--- src/rtl/sim_uart_pkg.sv ---
// Shared definitions for the simulation UART bridge: parameter defaults,
// drain FSM states, the "no character" marker and a saturating counter helper.
package sim_uart_pkg;

  localparam int DEF_DATA_W   = 8;
  localparam int DEF_TX_DEPTH = 16;
  localparam int DEF_RX_DEPTH = 8;
  localparam int DEF_TX_GAP   = 0;

  // Widest character the bridge supports; NO_CHAR is sliced down to DATA_W.
  localparam int              MAX_DATA_W = 64;
  localparam logic [MAX_DATA_W-1:0] NO_CHAR = '1;

  localparam logic [31:0] CNT_MAX = 32'hFFFF_FFFF;

  typedef enum logic [1:0] {
    ST_IDLE = 2'd0,
    ST_EMIT = 2'd1,
    ST_GAP  = 2'd2
  } drain_state_e;

  // Increment by one when enabled, sticking at all-ones.
  function automatic logic [31:0] sat_inc(input logic [31:0] value, input logic en);
    return (en && (value != CNT_MAX)) ? value + 32'd1 : value;
  endfunction

endpackage

--- src/rtl/sync_fifo.sv ---
// Show-ahead synchronous FIFO with wrap-bit pointers for full/empty detection.
module sync_fifo #(
  parameter int WIDTH = 8,
  parameter int DEPTH = 16
) (
  input  logic             clock,
  input  logic             reset,
  input  logic             push,
  input  logic [WIDTH-1:0] push_data,
  input  logic             pop,
  output logic [WIDTH-1:0] head,
  output logic             full,
  output logic             empty
);

  localparam int            AW      = $clog2(DEPTH);
  localparam logic [AW:0]   PTR_ONE = {{AW{1'b0}}, 1'b1};

  logic [AW:0]      wr_ptr_q, wr_ptr_d;
  logic [AW:0]      rd_ptr_q, rd_ptr_d;
  logic [WIDTH-1:0] mem [DEPTH];
  logic             do_push, do_pop;

  // Flags from the pointers; pushes into a full FIFO and pops from an empty one are ignored.
  always_comb begin
    // NOTE: every output of a combinational block gets a value on every path,
    // otherwise synthesis infers a latch to hold the old value.
    full     = (wr_ptr_q[AW] != rd_ptr_q[AW]) && (wr_ptr_q[AW-1:0] == rd_ptr_q[AW-1:0]);
    empty    = (wr_ptr_q == rd_ptr_q);
    do_push  = push && !full;
    do_pop   = pop && !empty;
    wr_ptr_d = do_push ? wr_ptr_q + PTR_ONE : wr_ptr_q;
    rd_ptr_d = do_pop  ? rd_ptr_q + PTR_ONE : rd_ptr_q;
  end

  // Pointer registers, cleared asynchronously.
  always_ff @(posedge clock or negedge reset) begin
    // NOTE: state is updated with <= so every flop samples pre-edge values,
    // independent of statement order.
    if (!reset) begin
      wr_ptr_q <= '0;
      rd_ptr_q <= '0;
    end else begin
      wr_ptr_q <= wr_ptr_d;
      rd_ptr_q <= rd_ptr_d;
    end
  end

  // Storage array written on accepted pushes.
  always_ff @(posedge clock) begin
    // NOTE: the array has no reset; cleared pointers make stale contents unreachable,
    // and leaving it unreset lets it map onto plain RAM.
    if (do_push) mem[wr_ptr_q[AW-1:0]] <= push_data;
  end

  assign head = mem[rd_ptr_q[AW-1:0]];

endmodule

--- src/rtl/sim_uart_bridge.sv ---
// Bridges an SoC character stream to a simulator host console: TX characters
// are queued and emitted as single-cycle pulses, RX characters are polled from
// the host, and live/snapshot perf counters track traffic and back-pressure.
module sim_uart_bridge
  import sim_uart_pkg::*;
#(
  parameter int DATA_W   = DEF_DATA_W,
  parameter int TX_DEPTH = DEF_TX_DEPTH,
  parameter int RX_DEPTH = DEF_RX_DEPTH,
  parameter int TX_GAP   = DEF_TX_GAP
) (
  input  logic              clock,
  input  logic              reset,
  input  logic              tx_valid,
  input  logic [DATA_W-1:0] tx_data,
  output logic              tx_ready,
  output logic              rx_valid,
  output logic [DATA_W-1:0] rx_data,
  input  logic              rx_ready,
  input  logic              rx_poll_en,
  output logic              io_uart_out_valid,
  output logic [DATA_W-1:0] io_uart_out_ch,
  output logic              io_uart_in_valid,
  input  logic [DATA_W-1:0] io_uart_in_ch,
  input  logic              io_perfInfo_clean,
  input  logic              io_perfInfo_dump,
  output logic [31:0]       perf_tx_cnt,
  output logic [31:0]       perf_rx_cnt,
  output logic [31:0]       perf_stall_cnt
);

  logic              tx_full, tx_empty, tx_push, tx_pop;
  logic [DATA_W-1:0] tx_head;
  logic              rx_full, rx_empty, rx_push, rx_pop;
  logic [DATA_W-1:0] rx_head;

  drain_state_e      state_q, state_d;
  logic [31:0]       gap_q, gap_d;
  logic              out_valid_q, out_valid_d;
  logic [DATA_W-1:0] out_ch_q, out_ch_d;
  logic              try_emit;

  logic [31:0] tx_cnt_q, tx_cnt_d, rx_cnt_q, rx_cnt_d, stall_cnt_q, stall_cnt_d;
  logic [31:0] perf_tx_q, perf_tx_d, perf_rx_q, perf_rx_d, perf_stall_q, perf_stall_d;

  // tx_ready depends only on occupancy, never on a same-cycle pop.
  assign tx_ready = !tx_full;
  assign tx_push  = tx_valid && tx_ready;

  sync_fifo #(.WIDTH(DATA_W), .DEPTH(TX_DEPTH)) u_tx_fifo (
    .clock     (clock),
    .reset     (reset),
    .push      (tx_push),
    .push_data (tx_data),
    .pop       (tx_pop),
    .head      (tx_head),
    .full      (tx_full),
    .empty     (tx_empty)
  );

  // Host polling is offered only while there is room; all-ones replies mean "nothing typed".
  assign io_uart_in_valid = rx_poll_en && !rx_full;
  assign rx_push          = io_uart_in_valid && (io_uart_in_ch != NO_CHAR[DATA_W-1:0]);
  assign rx_valid         = !rx_empty;
  assign rx_data          = rx_empty ? '0 : rx_head;
  assign rx_pop           = rx_valid && rx_ready;

  sync_fifo #(.WIDTH(DATA_W), .DEPTH(RX_DEPTH)) u_rx_fifo (
    .clock     (clock),
    .reset     (reset),
    .push      (rx_push),
    .push_data (io_uart_in_ch),
    .pop       (rx_pop),
    .head      (rx_head),
    .full      (rx_full),
    .empty     (rx_empty)
  );

  // Drain FSM next state: emit the FIFO head, then honour TX_GAP idle cycles.
  always_comb begin
    state_d     = state_q;
    gap_d       = gap_q;
    out_valid_d = 1'b0;
    out_ch_d    = '0;
    tx_pop      = 1'b0;
    try_emit    = 1'b0;
    case (state_q)
      ST_IDLE: try_emit = 1'b1;
      ST_EMIT: begin
        if (TX_GAP == 0) begin
          try_emit = 1'b1;
        end else begin
          state_d = ST_GAP;
          gap_d   = 32'(TX_GAP - 1);
        end
      end
      ST_GAP: begin
        if (gap_q == 32'd0) try_emit = 1'b1;
        else                gap_d    = gap_q - 32'd1;
      end
      default: state_d = ST_IDLE;
    endcase
    if (try_emit) begin
      if (!tx_empty) begin
        state_d     = ST_EMIT;
        out_valid_d = 1'b1;
        out_ch_d    = tx_head;
        tx_pop      = 1'b1;
      end else begin
        state_d = ST_IDLE;
      end
    end
  end

  // Drain FSM registers, including the registered console outputs.
  always_ff @(posedge clock or negedge reset) begin
    if (!reset) begin
      state_q     <= ST_IDLE;
      gap_q       <= '0;
      out_valid_q <= 1'b0;
      out_ch_q    <= '0;
    end else begin
      state_q     <= state_d;
      gap_q       <= gap_d;
      out_valid_q <= out_valid_d;
      out_ch_q    <= out_ch_d;
    end
  end

  assign io_uart_out_valid = out_valid_q;
  assign io_uart_out_ch    = out_ch_q;

  // Live counters (clean wins) and snapshots taken from pre-edge live values.
  always_comb begin
    tx_cnt_d     = io_perfInfo_clean ? 32'd0 : sat_inc(tx_cnt_q, tx_pop);
    rx_cnt_d     = io_perfInfo_clean ? 32'd0 : sat_inc(rx_cnt_q, rx_push);
    stall_cnt_d  = io_perfInfo_clean ? 32'd0 : sat_inc(stall_cnt_q, tx_valid && !tx_ready);
    perf_tx_d    = io_perfInfo_dump ? tx_cnt_q    : perf_tx_q;
    perf_rx_d    = io_perfInfo_dump ? rx_cnt_q    : perf_rx_q;
    perf_stall_d = io_perfInfo_dump ? stall_cnt_q : perf_stall_q;
  end

  // Counter and snapshot registers.
  always_ff @(posedge clock or negedge reset) begin
    if (!reset) begin
      tx_cnt_q     <= '0;
      rx_cnt_q     <= '0;
      stall_cnt_q  <= '0;
      perf_tx_q    <= '0;
      perf_rx_q    <= '0;
      perf_stall_q <= '0;
    end else begin
      tx_cnt_q     <= tx_cnt_d;
      rx_cnt_q     <= rx_cnt_d;
      stall_cnt_q  <= stall_cnt_d;
      perf_tx_q    <= perf_tx_d;
      perf_rx_q    <= perf_rx_d;
      perf_stall_q <= perf_stall_d;
    end
  end

  assign perf_tx_cnt    = perf_tx_q;
  assign perf_rx_cnt    = perf_rx_q;
  assign perf_stall_cnt = perf_stall_q;

endmodule
--- config.mk ---
export PLATFORM = sky130hd
export DESIGN_NAME = sim_uart_bridge
export DESIGN_NICKNAME = d
export VERILOG_FILES = /design/src/rtl/sim_uart_pkg.sv /design/src/rtl/sync_fifo.sv /design/src/rtl/sim_uart_bridge.sv
export SDC_FILE = /design/constraint.sdc
export NUM_CORES = 1
export LEC_CHECK = 0
export CAP_MARGIN = 20
export CORE_ASPECT_RATIO = 1.25
export CORE_MARGIN = 2
export CORE_UTILIZATION = 49
export DETAILED_ROUTE_END_ITERATION = 7
export GPL_TIMING_DRIVEN = 0
export PLACE_DENSITY = 0.75
export SLEW_MARGIN = 5
export SYNTH_ARGS = -nofsm -noshare
export SYNTH_HDL_FRONTEND = slang
export SYNTH_HIERARCHICAL = 1
export SYNTH_SLANG_ARGS = --single-unit
--- constraint.sdc ---
create_clock -name clock -period 4.8 [get_ports clock]
set_input_delay 0.96 -clock clock [delete_from_list [all_inputs] [get_ports clock]]
set_output_delay 0.96 -clock clock [all_outputs]
set_load 0.005 [all_outputs]
==> results.md <==
- Post-CTS Resized: 0
- Initial DRT Pass Iterations: 6
- Antenna violations before repair: 0
- Most used DFF post-synth: dfrtp_1
- Max VDD drop: 0.351 mV
- Post-DRT Antenna Nets: 0
- Final Hold Fails: 0
- Post-Place Worst Slack: 0.721 ns
- Crit path max fanout: 10
- Cts hold-fix bufs: 0
- Root buf cell: clkbuf_16
- Status: complete, no violations
- H-tree depth: 2
- Die width: 175 µm
- Setup repair bufs after CTS: 0
- Adder-Cell Fraction of Synth Area: 0.00696
- Final Non-Filler Cells: 1941
- Post-Synth Simple-Gate Area: 0.111
- Mapped Nets: 1266
- Clock slew seen by the registers of the worst setup and hold paths: 0.06 ns
- CP Launch Type: flop
- Total global-route track usage: 0.204
- Num ports: 139
- Compound-Gate Fraction of Synth Area: 0.0637
- Async SR Flop Fraction: 0.533
- Row cnt: 78
- Critical Path Start: u_rx_fifo/wr_ptr_q[1]$_DFFE_PN0P_
- GR Overflow Total: 0
- Maxcap violations: 0
- Synth Warn #: 6
- Worst-margin pin slew: 0.884 ns
- EDFF count, synth: 192
- Worst path arrival time: 2.85 ns
- Max-slew violation count: 0
- Num CTS Buffers: 40
- Clock Tree Buf Depth: 3
- Routed WL: 38600 µm
- Die height: 218 µm
- Detailed Place HPWL: 26900 µm
- Final period utilization: 0.793
- Area growth, synth to finish: 19.1%
- Leak pwr: 8.22 nW
- Critical path's largest stage delay: 0.50 ns
- Multiplexer share of the synthesized area: 0.144
- Final worst-path setup slack: 0.994 ns
- Worst reg2reg path depth: 9
- Via count of the first global-routing pass: 11500
- Main combinational cell family by area after synthesis: multiplexers
- GPL Wtd Cong: 0.845
- CTS tree: done
- Clock latency on the worst-skew pair: 0.56 ns
- DR vias: 11300
- Placed cells: 1866
- Global-route wire length before repair: 61800 µm
- Worst Skew: 0.0229 ns
- WS Path Type: reg2out
- Post-Syn Instances: 1233
- Fmax: 263 MHz
- Clock Sinks: 411
- Core area: 36200 µm²
- Full die area: 38300 µm²
- Avg Inst Size Synth: 14.6 µm²
- Yosys reg bits: 411
- Routed vias/inst: 5.81
- Wirelength per Cell: 19.9 µm
- Initial cell density of the core: 0.497
- Drc violations: 0
- 1st-iter DRT viols: 802
- Unrepaired setup endpoints after global routing: false
- Max-slew headroom: 0.409
- RR Startpoint: u_rx_fifo/wr_ptr_q[0]$_DFFE_PN0P_
- Clock period minus worst slack: 3.81 ns
- Cell variety after synth: 76
- Power density over the cells: 469 nW/µm²
- Post-Synth XOR/XNOR Area: 0.0254
- Worst hold path class: in2async
- CP Data Required Time: 3.84 ns
- CP Capture Type: output pin
- Seq/Total Area, Yosys: 0.625
- Synthesized area: 18000 µm²
- Cells along the critical path: buf_4 > xor2_4 > or3_4 > nor2_1 > nor2b_1 > clkdlybuf4s50_1
- Layout cells sized above 1: 0.204
- Final nets: 1463
- Critical-path top delay cell: nor2_1
- Final setup fails: 0
- Largest net degree at the start of global routing: 96
- IO buf count: 136
- Diodes inserted: 0
-- worst paths after layout --
path	to	slack [ns]
max	rx_data[4]	0.99
max reg2reg	u_rx_fifo/mem[1][5]$_DFFE_PP_	1.31
min reg2reg	perf_stall_cnt[10]$_DFFE_PN0P_	0.51
max in group asynchronous	tx_cnt_q[22]$_DFFE_PN0P_	3.72
min in group clock	perf_stall_cnt[10]$_DFFE_PN0P_	0.51
min	rx_cnt_q[14]$_DFFE_PN0P_	0.29
-- layout by cell type (no fill, tap or decap), types with 7 or more instances in the layout --
master,synthesis,routed
nor2b_1,36,36
clkbuf_16,0,40
mux4_2,32,32
a22oi_1,16,16
a21oi_1,52,52
and4_1,15,15
nand3_1,35,35
ha_1,10,10
o21ai_0,29,29
buf_6,7,7
mux2_4,11,11
or3_1,31,31
o31ai_1,18,18
nand2_1,46,46
nand4_1,32,32
xor2_1,10,10
nor3_1,19,19
buf_2,15,28
and3_1,12,12
or4_1,19,19
xnor2_1,34,34
inv_1,14,14
nor4_1,11,8
edfxtp_1,192,192
mux4_1,16,16
clkbuf_1,29,38
nor2_1,64,64
nand2b_1,8,8
dfrtp_1,219,219
mux2_2,110,110
clkinv_2,0,9
clkdlybuf4s50_1,0,135
-- power by group --
| group | total (mW) | internal [mW] | switching (mW) | leakage (nW) |
|---|---|---|---|---|
| clock | 3.11 | 1.79 | 1.31 | 0.646 |
| sequential | 4.26 | 4.06 | 0.195 | 4.73 |
| combinational | 2.68 | 1.32 | 1.36 | 2.84 |
-- area by class of cell --
cell class | count | area (µm²)
sequential | 411 | 11200
multi-input combinational | 745 | 6350
buffer | 63 | 360
clock inverter | 19 | 204
fill | 2761 | 14800
clock buffer | 54 | 1100
timing repair buffer | 155 | 1520
tap | 480 | 601
inverter | 14 | 52.6
-- metrics by stage --
stage	total power [mW]	hold WS, ns	instance area, µm²	utilization	TNS, ns
4_1_cts	10.1	0.281	21400	0.592	0
2_1_floorplan	6.14	0.502	18000	-	0
3_5_place_dp	7.00	0.496	20100	0.555	0
6_report	10.0	0.290	21400	0.592	0
3_3_place_gp	6.90	0.490	20000	0.551	-1451.77
5_1_grt	10.5	0.296	21400	0.592	0
-- routing by layer --
metal  global-route usage  vias to the layer above  routed length, µm
li1                     -                     5130                  -
met1                0.253                     5729              15400
met2                0.366                      341              20300
met3               0.0292                       73               1780
met4               0.0692                        0               1090
met5                    0                        -                  0
-- worst max-delay path: cells and delay by family, from the launching register on --
| kind | cells | cell delay [ns] |
|---|---|---|
| buffers and inverters | 2 | 0.65 |
| xor gates and xnor gates | 1 | 0.21 |
| DFF | 1 | 0.38 |
| and+or+nand+nor | 3 | 1.05 |
-- synth_stat cells (3+ instances only) --
master	n	share of area
ha_1	10	0.0070
nand4_1	32	0.011
mux4_2	32	0.040
o41ai_1	3	0.0015
buf_6	7	0.0044
o21ai_0	29	0.0081
or4_1	19	0.0079
and4_1	15	0.0073
a211oi_1	5	0.0021
a22oi_1	16	0.0067
o31ai_1	18	0.0075
buf_1	6	0.0013
nor2_1	64	0.013
xnor2_1	34	0.017
nand2_1	46	0.0096
nand3_1	35	0.0097
buf_2	15	0.0042
mux2_4	11	0.0092
a21oi_1	52	0.014
clkbuf_1	29	0.0061
nor4_2	3	0.0021
mux4_1	16	0.023
a21bo_2	3	0.0017
nor4_1	11	0.0038
or3_1	31	0.011
nand3b_1	3	0.0013
edfxtp_1	192	0.32
nand2b_1	8	0.0028
and3_1	12	0.0042
and2_1	6	0.0021
dfrtp_1	219	0.30
mux2i_1	4	0.0022
mux2_2	110	0.069
o211ai_1	5	0.0021
nor2b_1	36	0.013
o21ai_1	5	0.0014
nor3_1	19	0.0053
xor2_1	10	0.0049
o2111ai_1	3	0.0015
inv_1	14	0.0029
-- cell families (layout without fill, tap and decap cells) --
kind of cell / count (synthesis) / after routing
buffers and inverters: 77 / 305
XOR/XNOR: 47 / 47
adder cells (fa/ha/maj): 10 / 10
multiplexers: 174 / 174
flip-flops: 411 / 411
AO/OA/AOI/OAI: 161 / 161
AND/OR/NAND/NOR: 353 / 353
-- sequential cells by signal (all words and copies together), names as in the netlist --
register / cells
u_rx_fifo/wr_ptr_q: 4
u_tx_fifo/mem: 128
perf_stall_cnt: 32
io_uart_out_ch: 8
u_rx_fifo/mem: 64
rx_cnt_q: 32
perf_rx_cnt: 32
perf_tx_cnt: 32
u_tx_fifo/rd_ptr_q: 5
tx_cnt_q: 32
u_rx_fifo/rd_ptr_q: 4
stall_cnt_q: 32
u_tx_fifo/wr_ptr_q: 5
io_uart_out_valid: 1
Note: power is estimated with default switching activity, not from simulation.
